$ cat src/rtl/jk_bank_sequencer.sv
// Command sequencer that drives the J/K inputs of an external bank of JK flip-flops.
// Each step is one APPLY cycle (J/K driven) followed by one GAP cycle (Q settles).
module jk_bank_sequencer #(
    parameter int WIDTH = 8,
    parameter int CNT_W = 8
) (
    input  logic             clk,
    input  logic             rst_n,
    input  logic             cmd_valid,
    output logic             cmd_ready,
    input  logic [2:0]       cmd_op,
    input  logic [WIDTH-1:0] cmd_mask,
    input  logic [WIDTH-1:0] cmd_data,
    input  logic [CNT_W-1:0] cmd_rpt,
    input  logic [WIDTH-1:0] q_in,
    output logic [WIDTH-1:0] j_out,
    output logic [WIDTH-1:0] k_out,
    input  logic             abort,
    output logic             busy,
    output logic             done,
    output logic             aborted,
    output logic             err
);

    localparam logic [1:0] S_IDLE  = 2'd0;
    localparam logic [1:0] S_APPLY = 2'd1;
    localparam logic [1:0] S_GAP   = 2'd2;

    localparam logic [2:0] OP_NOP    = 3'b000;
    localparam logic [2:0] OP_CLEAR  = 3'b001;
    localparam logic [2:0] OP_SET    = 3'b010;
    localparam logic [2:0] OP_TOGGLE = 3'b011;
    localparam logic [2:0] OP_LOAD   = 3'b100;
    localparam logic [2:0] OP_CNT_UP = 3'b101;
    localparam logic [2:0] OP_CNT_DN = 3'b110;
    localparam logic [2:0] OP_ERR    = 3'b111;

    localparam logic [CNT_W:0] CNT_ONE = (CNT_W+1)'(1);

    // Returns {J, K} for one step of the given op against the current bank Q.
    function automatic logic [2*WIDTH-1:0] jk_drive(
        input logic [2:0]       op,
        input logic [WIDTH-1:0] mask,
        input logic [WIDTH-1:0] data,
        input logic [WIDTH-1:0] q
    );
        logic [WIDTH-1:0] t_up;
        logic [WIDTH-1:0] t_dn;
        logic [WIDTH-1:0] j;
        logic [WIDTH-1:0] k;
        t_up    = '0;
        t_dn    = '0;
        t_up[0] = 1'b1;
        t_dn[0] = 1'b1;
        for (int i = 1; i < WIDTH; i++) begin
            t_up[i] = t_up[i-1] & q[i-1];
            t_dn[i] = t_dn[i-1] & ~q[i-1];
        end
        j = '0;
        k = '0;
        case (op)
            OP_CLEAR:  k = mask;
            OP_SET:    j = mask;
            OP_LOAD:   begin j = mask & data; k = mask & ~data; end
            OP_TOGGLE: begin j = mask; k = mask; end
            OP_CNT_UP: begin j = t_up & mask; k = t_up & mask; end
            OP_CNT_DN: begin j = t_dn & mask; k = t_dn & mask; end
            default:   begin j = '0; k = '0; end
        endcase
        return {j, k};
    endfunction

    logic [1:0]       state_q,   state_d;
    logic [2:0]       op_q,      op_d;
    logic [WIDTH-1:0] mask_q,    mask_d;
    logic [WIDTH-1:0] data_q,    data_d;
    logic [CNT_W:0]   cnt_q,     cnt_d;
    logic [WIDTH-1:0] j_q,       j_d;
    logic [WIDTH-1:0] k_q,       k_d;
    logic             done_q,    done_d;
    logic             aborted_q, aborted_d;
    logic             err_q,     err_d;

    logic [2*WIDTH-1:0] jk_cmd;
    logic [2*WIDTH-1:0] jk_rep;
    logic               multi_step;

    assign jk_cmd     = jk_drive(cmd_op, cmd_mask, cmd_data, q_in);
    assign jk_rep     = jk_drive(op_q, mask_q, data_q, q_in);
    assign multi_step = (cmd_op == OP_TOGGLE) || (cmd_op == OP_CNT_UP) || (cmd_op == OP_CNT_DN);

    always_comb begin
        // NOTE: every always_comb output gets a default first so no path can infer a latch.
        state_d   = state_q;
        op_d      = op_q;
        mask_d    = mask_q;
        data_d    = data_q;
        cnt_d     = cnt_q;
        j_d       = '0;
        k_d       = '0;
        done_d    = 1'b0;
        aborted_d = 1'b0;
        err_d     = 1'b0;
        case (state_q)
            S_IDLE: begin
                if (cmd_valid) begin
                    if ((cmd_op == OP_NOP) || (cmd_op == OP_ERR)) begin
                        done_d = 1'b1;
                        err_d  = (cmd_op == OP_ERR);
                    end else begin
                        state_d    = S_APPLY;
                        op_d       = cmd_op;
                        mask_d     = cmd_mask;
                        data_d     = cmd_data;
                        {j_d, k_d} = jk_cmd;
                        cnt_d      = multi_step ? ({1'b0, cmd_rpt} + CNT_ONE) : CNT_ONE;
                    end
                end
            end
            S_APPLY: begin
                // An abort here still lets the bank capture this step's J/K at the same edge.
                state_d = abort ? S_IDLE : S_GAP;
                if (abort) begin
                    cnt_d     = '0;
                    aborted_d = 1'b1;
                end
            end
            S_GAP: begin
                if (abort) begin
                    state_d   = S_IDLE;
                    cnt_d     = '0;
                    aborted_d = 1'b1;
                end else if (cnt_q > CNT_ONE) begin
                    state_d    = S_APPLY;
                    cnt_d      = cnt_q - CNT_ONE;
                    {j_d, k_d} = jk_rep;
                end else begin
                    state_d = S_IDLE;
                    cnt_d   = '0;
                    done_d  = 1'b1;
                end
            end
            default: begin
                state_d = S_IDLE;
                cnt_d   = '0;
            end
        endcase
    end

    // NOTE: sequential state uses non-blocking assignments so all registers update together.
    always_ff @(posedge clk or negedge rst_n) begin
        if (!rst_n) begin
            state_q   <= S_IDLE;
            op_q      <= OP_NOP;
            mask_q    <= '0;
            data_q    <= '0;
            cnt_q     <= '0;
            j_q       <= '0;
            k_q       <= '0;
            done_q    <= 1'b0;
            aborted_q <= 1'b0;
            err_q     <= 1'b0;
        end else begin
            state_q   <= state_d;
            op_q      <= op_d;
            mask_q    <= mask_d;
            data_q    <= data_d;
            cnt_q     <= cnt_d;
            j_q       <= j_d;
            k_q       <= k_d;
            done_q    <= done_d;
            aborted_q <= aborted_d;
            err_q     <= err_d;
        end
    end

    assign cmd_ready = (state_q == S_IDLE);
    assign busy      = (state_q == S_APPLY) || (state_q == S_GAP);
    assign j_out     = j_q;
    assign k_out     = k_q;
    assign done      = done_q;
    assign aborted   = aborted_q;
    assign err       = err_q;

endmodule

$ cat config.mk
export PLATFORM = sky130hd
export DESIGN_NAME = jk_bank_sequencer
export DESIGN_NICKNAME = d
export VERILOG_FILES = /design/src/rtl/jk_bank_sequencer.sv
export SDC_FILE = /design/constraint.sdc
export NUM_CORES = 1
export LEC_CHECK = 0
export CAP_MARGIN = 20
export CELL_PAD_IN_SITES_DETAIL_PLACEMENT = 1
export CELL_PAD_IN_SITES_GLOBAL_PLACEMENT = 1
export CORE_MARGIN = 3
export CORE_UTILIZATION = 38
export CTS_CLUSTER_SIZE = 25
export DETAILED_ROUTE_END_ITERATION = 10
export PLACE_DENSITY_LB_ADDON = 0.1
export SLEW_MARGIN = 25
export SYNTH_ARGS = -nofsm -noshare
export SYNTH_HDL_FRONTEND = slang
export SYNTH_SLANG_ARGS = --single-unit
export TNS_END_PERCENT = 100
$ cat constraint.sdc
create_clock -name clk -period 2.7 [get_ports clk]
set_input_delay 0.27 -clock clk [delete_from_list [all_inputs] [get_ports clk]]
set_output_delay 0.27 -clock clk [all_outputs]
set_load 0.02 [all_outputs]
==> results_dict.tcl <==
set metrics [dict create \
    port_buffers 58 \
    relSlewSlack_pct 61.5 \
    timing.fmax_mhz 445 \
    fin_util_pct 48.9 \
    cts.sinks 49 \
    status "finished, final reports clean" \
    grt_max_degree 28 \
    holdWs_ns 0.469 \
    gr-usage-met2_pct 39.1 \
    fin_crit_sh_pct 83.1 \
    yosys_warnings 0 \
    antenna_found_initial 0 \
    ant_nets 0 \
    rsz0062_at_grt "false" \
    htreeDepth 2 \
    drv_cap 0 \
    gp_congestion 0.880 \
    p_total_mw 3.70 \
    fp.dieH_um 101 \
    antennaDiodeCount 0 \
    clock_path_buffers 2 \
    hold_viol_final 0 \
    synth_seq_area_share_pct 35.4 \
    areaGrowthSynthToFinish_pct 24.4 \
    setup_viol 0 \
    ir_drop_v 0.000332 \
    cts-root-buf "clkbuf_8" \
    p_leak_nw 1.81 \
    cp_max_fo 12 \
    tns_ns 0 \
    syn_nets 458 \
    cp_slowest_cell "clkdlybuf4s50_1" \
    via_per_inst 5.83 \
    avgRoutedWirePerCell_um 18.8 \
    cp-end-kind "output pin" \
    synth.distinct_cells 67 \
    gr-total-overflow 0 \
    initial_core_util_pct 39.3 \
    hp-class "in -> async" \
    vias 3382 \
    slowest_delay_ns 0.69 \
    critPathKind "reg -> out" \
    core-area_um2 8810 \
    clk_latency_ns 0.31 \
    mostFrequentLayoutCell "nand2_1" \
    crit_arrival_ns 1.97 \
    cts_tree "yes" \
    hpwlAfterDp_mm 8.46 \
    ys_async_sr_fraction_pct 100 \
    grt_pass1_wl_mm 18.1 \
    ys_ff_latch 49 \
    powerDensity_nw_per_um2 858 \
    path_cells "inv_1, ha_1, clkdlybuf4s50_1" \
    syn_area_per_cell_um2 8.40 \
    die_w_um 101 \
    cts_resized 0 \
    syn_area_um2 3460 \
    tightestPinTransition_ns 0.577 \
    dr.pass1.iters 4 \
    grt_pass1_vias 3528 \
    nets 517 \
    wirelength_mm 10.9 \
    die_area_um2 10300 \
    rows 34 \
    drive_above_1_share_pct 9.75 \
    synth_top_flop_cell "dfrtp_1" \
    drt_iter0_markers 146 \
    design_area_um2 4310 \
    top_level_ports 60 \
    cts_buffers 5 \
    fin_skew_ns 0.0101 \
    startpoint_type "flop" \
    use_met3_pct 2.55 \
    slew_violations 0 \
    path_clk_slew_ns 0.10 \
    place_area_um2 4180 \
    drc 0 \
    layout_common_cells "nand2_1, clkdlybuf4s50_1, dfrtp_1" \
    syn_inst 412 \
    synth_edf_count 0 \
    cp.required_ns 2.43 \
    top_usage_layer "met2" \
    met1_usage_pct 28.5 \
    period_needed_ns 2.24 \
    track_usage_pct 22.0 \
]
[where the power goes]
part	internal (mW)	switching [mW]	total [mW]
combinational	0.800	1.11	1.91
clock	0.303	0.258	0.560
sequential	0.967	0.261	1.23
total	2.07	1.63	3.70
[sequential cells by signal, indices dropped and copies added (netlist names)]
register / flops
aborted: 1
mask_q: 8
state_q: 2
op_q: 3
k_out: 8
done: 1
err: 1
data_q: 8
cnt_q: 9
j_out: 8
[metal layers]
layer  wire, um  share of wire [%]
met3        332                3.0
met4        172                1.6
met2       5540                 51
met5          0                  0
met1       4870                 45
[synth_stat cells (all sizes together), types with 4 or more instances]
cell type	n	area, um^2
a21boi	6	45.0
a21o	8	60.1
a21oi	17	85.1
a22o	4	35.0
a32o	5	50.1
buf	13	76.3
clkbuf	10	37.5
dfrtp	49	1230
ha	7	87.6
inv	13	48.8
mux2	7	78.8
nand2	61	229
nand2b	13	81.3
nand3	12	60.1
nand4	4	25.0
nor2	35	131
nor2b	14	87.6
nor3	11	65.1
o211ai	5	65.1
o21a	6	45.0
o21ai	34	174
o22ai	12	81.3
o32ai	5	43.8
xnor2	5	43.8
[final cells by class]
type / count / area (um^2)
Fill cell: 1064 / 4500
Multi-Input combinational cell: 327 / 2070
Sequential cell: 49 / 1230
Timing Repair Buffer: 75 / 706
Tap cell: 108 / 135
Clock buffer: 7 / 86.3
Inverter: 13 / 48.8
Clock inverter: 1 / 30.0
[cell families after synthesis]
kind of cell             after synthesis  share of synthesized area [%]
AND/OR/NAND/NOR                      175                           25.6
XOR/XNOR                               7                           1.77
buffers and inverters                 36                           4.70
flip-flops                            49                           35.4
adder cells (fa/ha/maj)                7                           2.53
multiplexers                           9                           2.86
AO/OA/AOI/OAI                        129                           27.1
[worst max-delay path: cells and delay by family (launching register included)]
family                     cells  cell delay [ns]
adders and majority gates      1             0.44
buffers and inverters          2             0.80
DFF                            1             0.42
[path summary, 6_finish.rpt]
kind / from / end / slack, ns / cells past startpoint
max in group asynchronous: rst_n / data_q[2] / 1.92 / 3
min: rst_n / aborted / 0.47 / 3
min in group clk: mask_q[0] / mask_q[0] / 0.49 / 2
min reg2reg: mask_q[0] / mask_q[0] / 0.49 / 2
max reg2reg: state_q[1] / k_out[2] / 0.47 / 7
max: state_q[1] / cmd_ready / 0.46 / 3
[repair_timing]
item / CTS / global route
hold endpoints to repair: 49 / 0
buffers inserted: 0 / 0
hold buffers: 1 / 0
[through the flow]
| stage | worst slack (ns) | std cells |
|---|---|---|
| after floorplan | 0.623 | 412 |
| after global placement | 0.331 | 571 |
| after detailed placement | 0.337 | 571 |
| after CTS | 0.422 | 580 |
| after global routing | 0.246 | 580 |
| final | 0.455 | 580 |
Note: power is estimated with default switching activity, not from simulation.
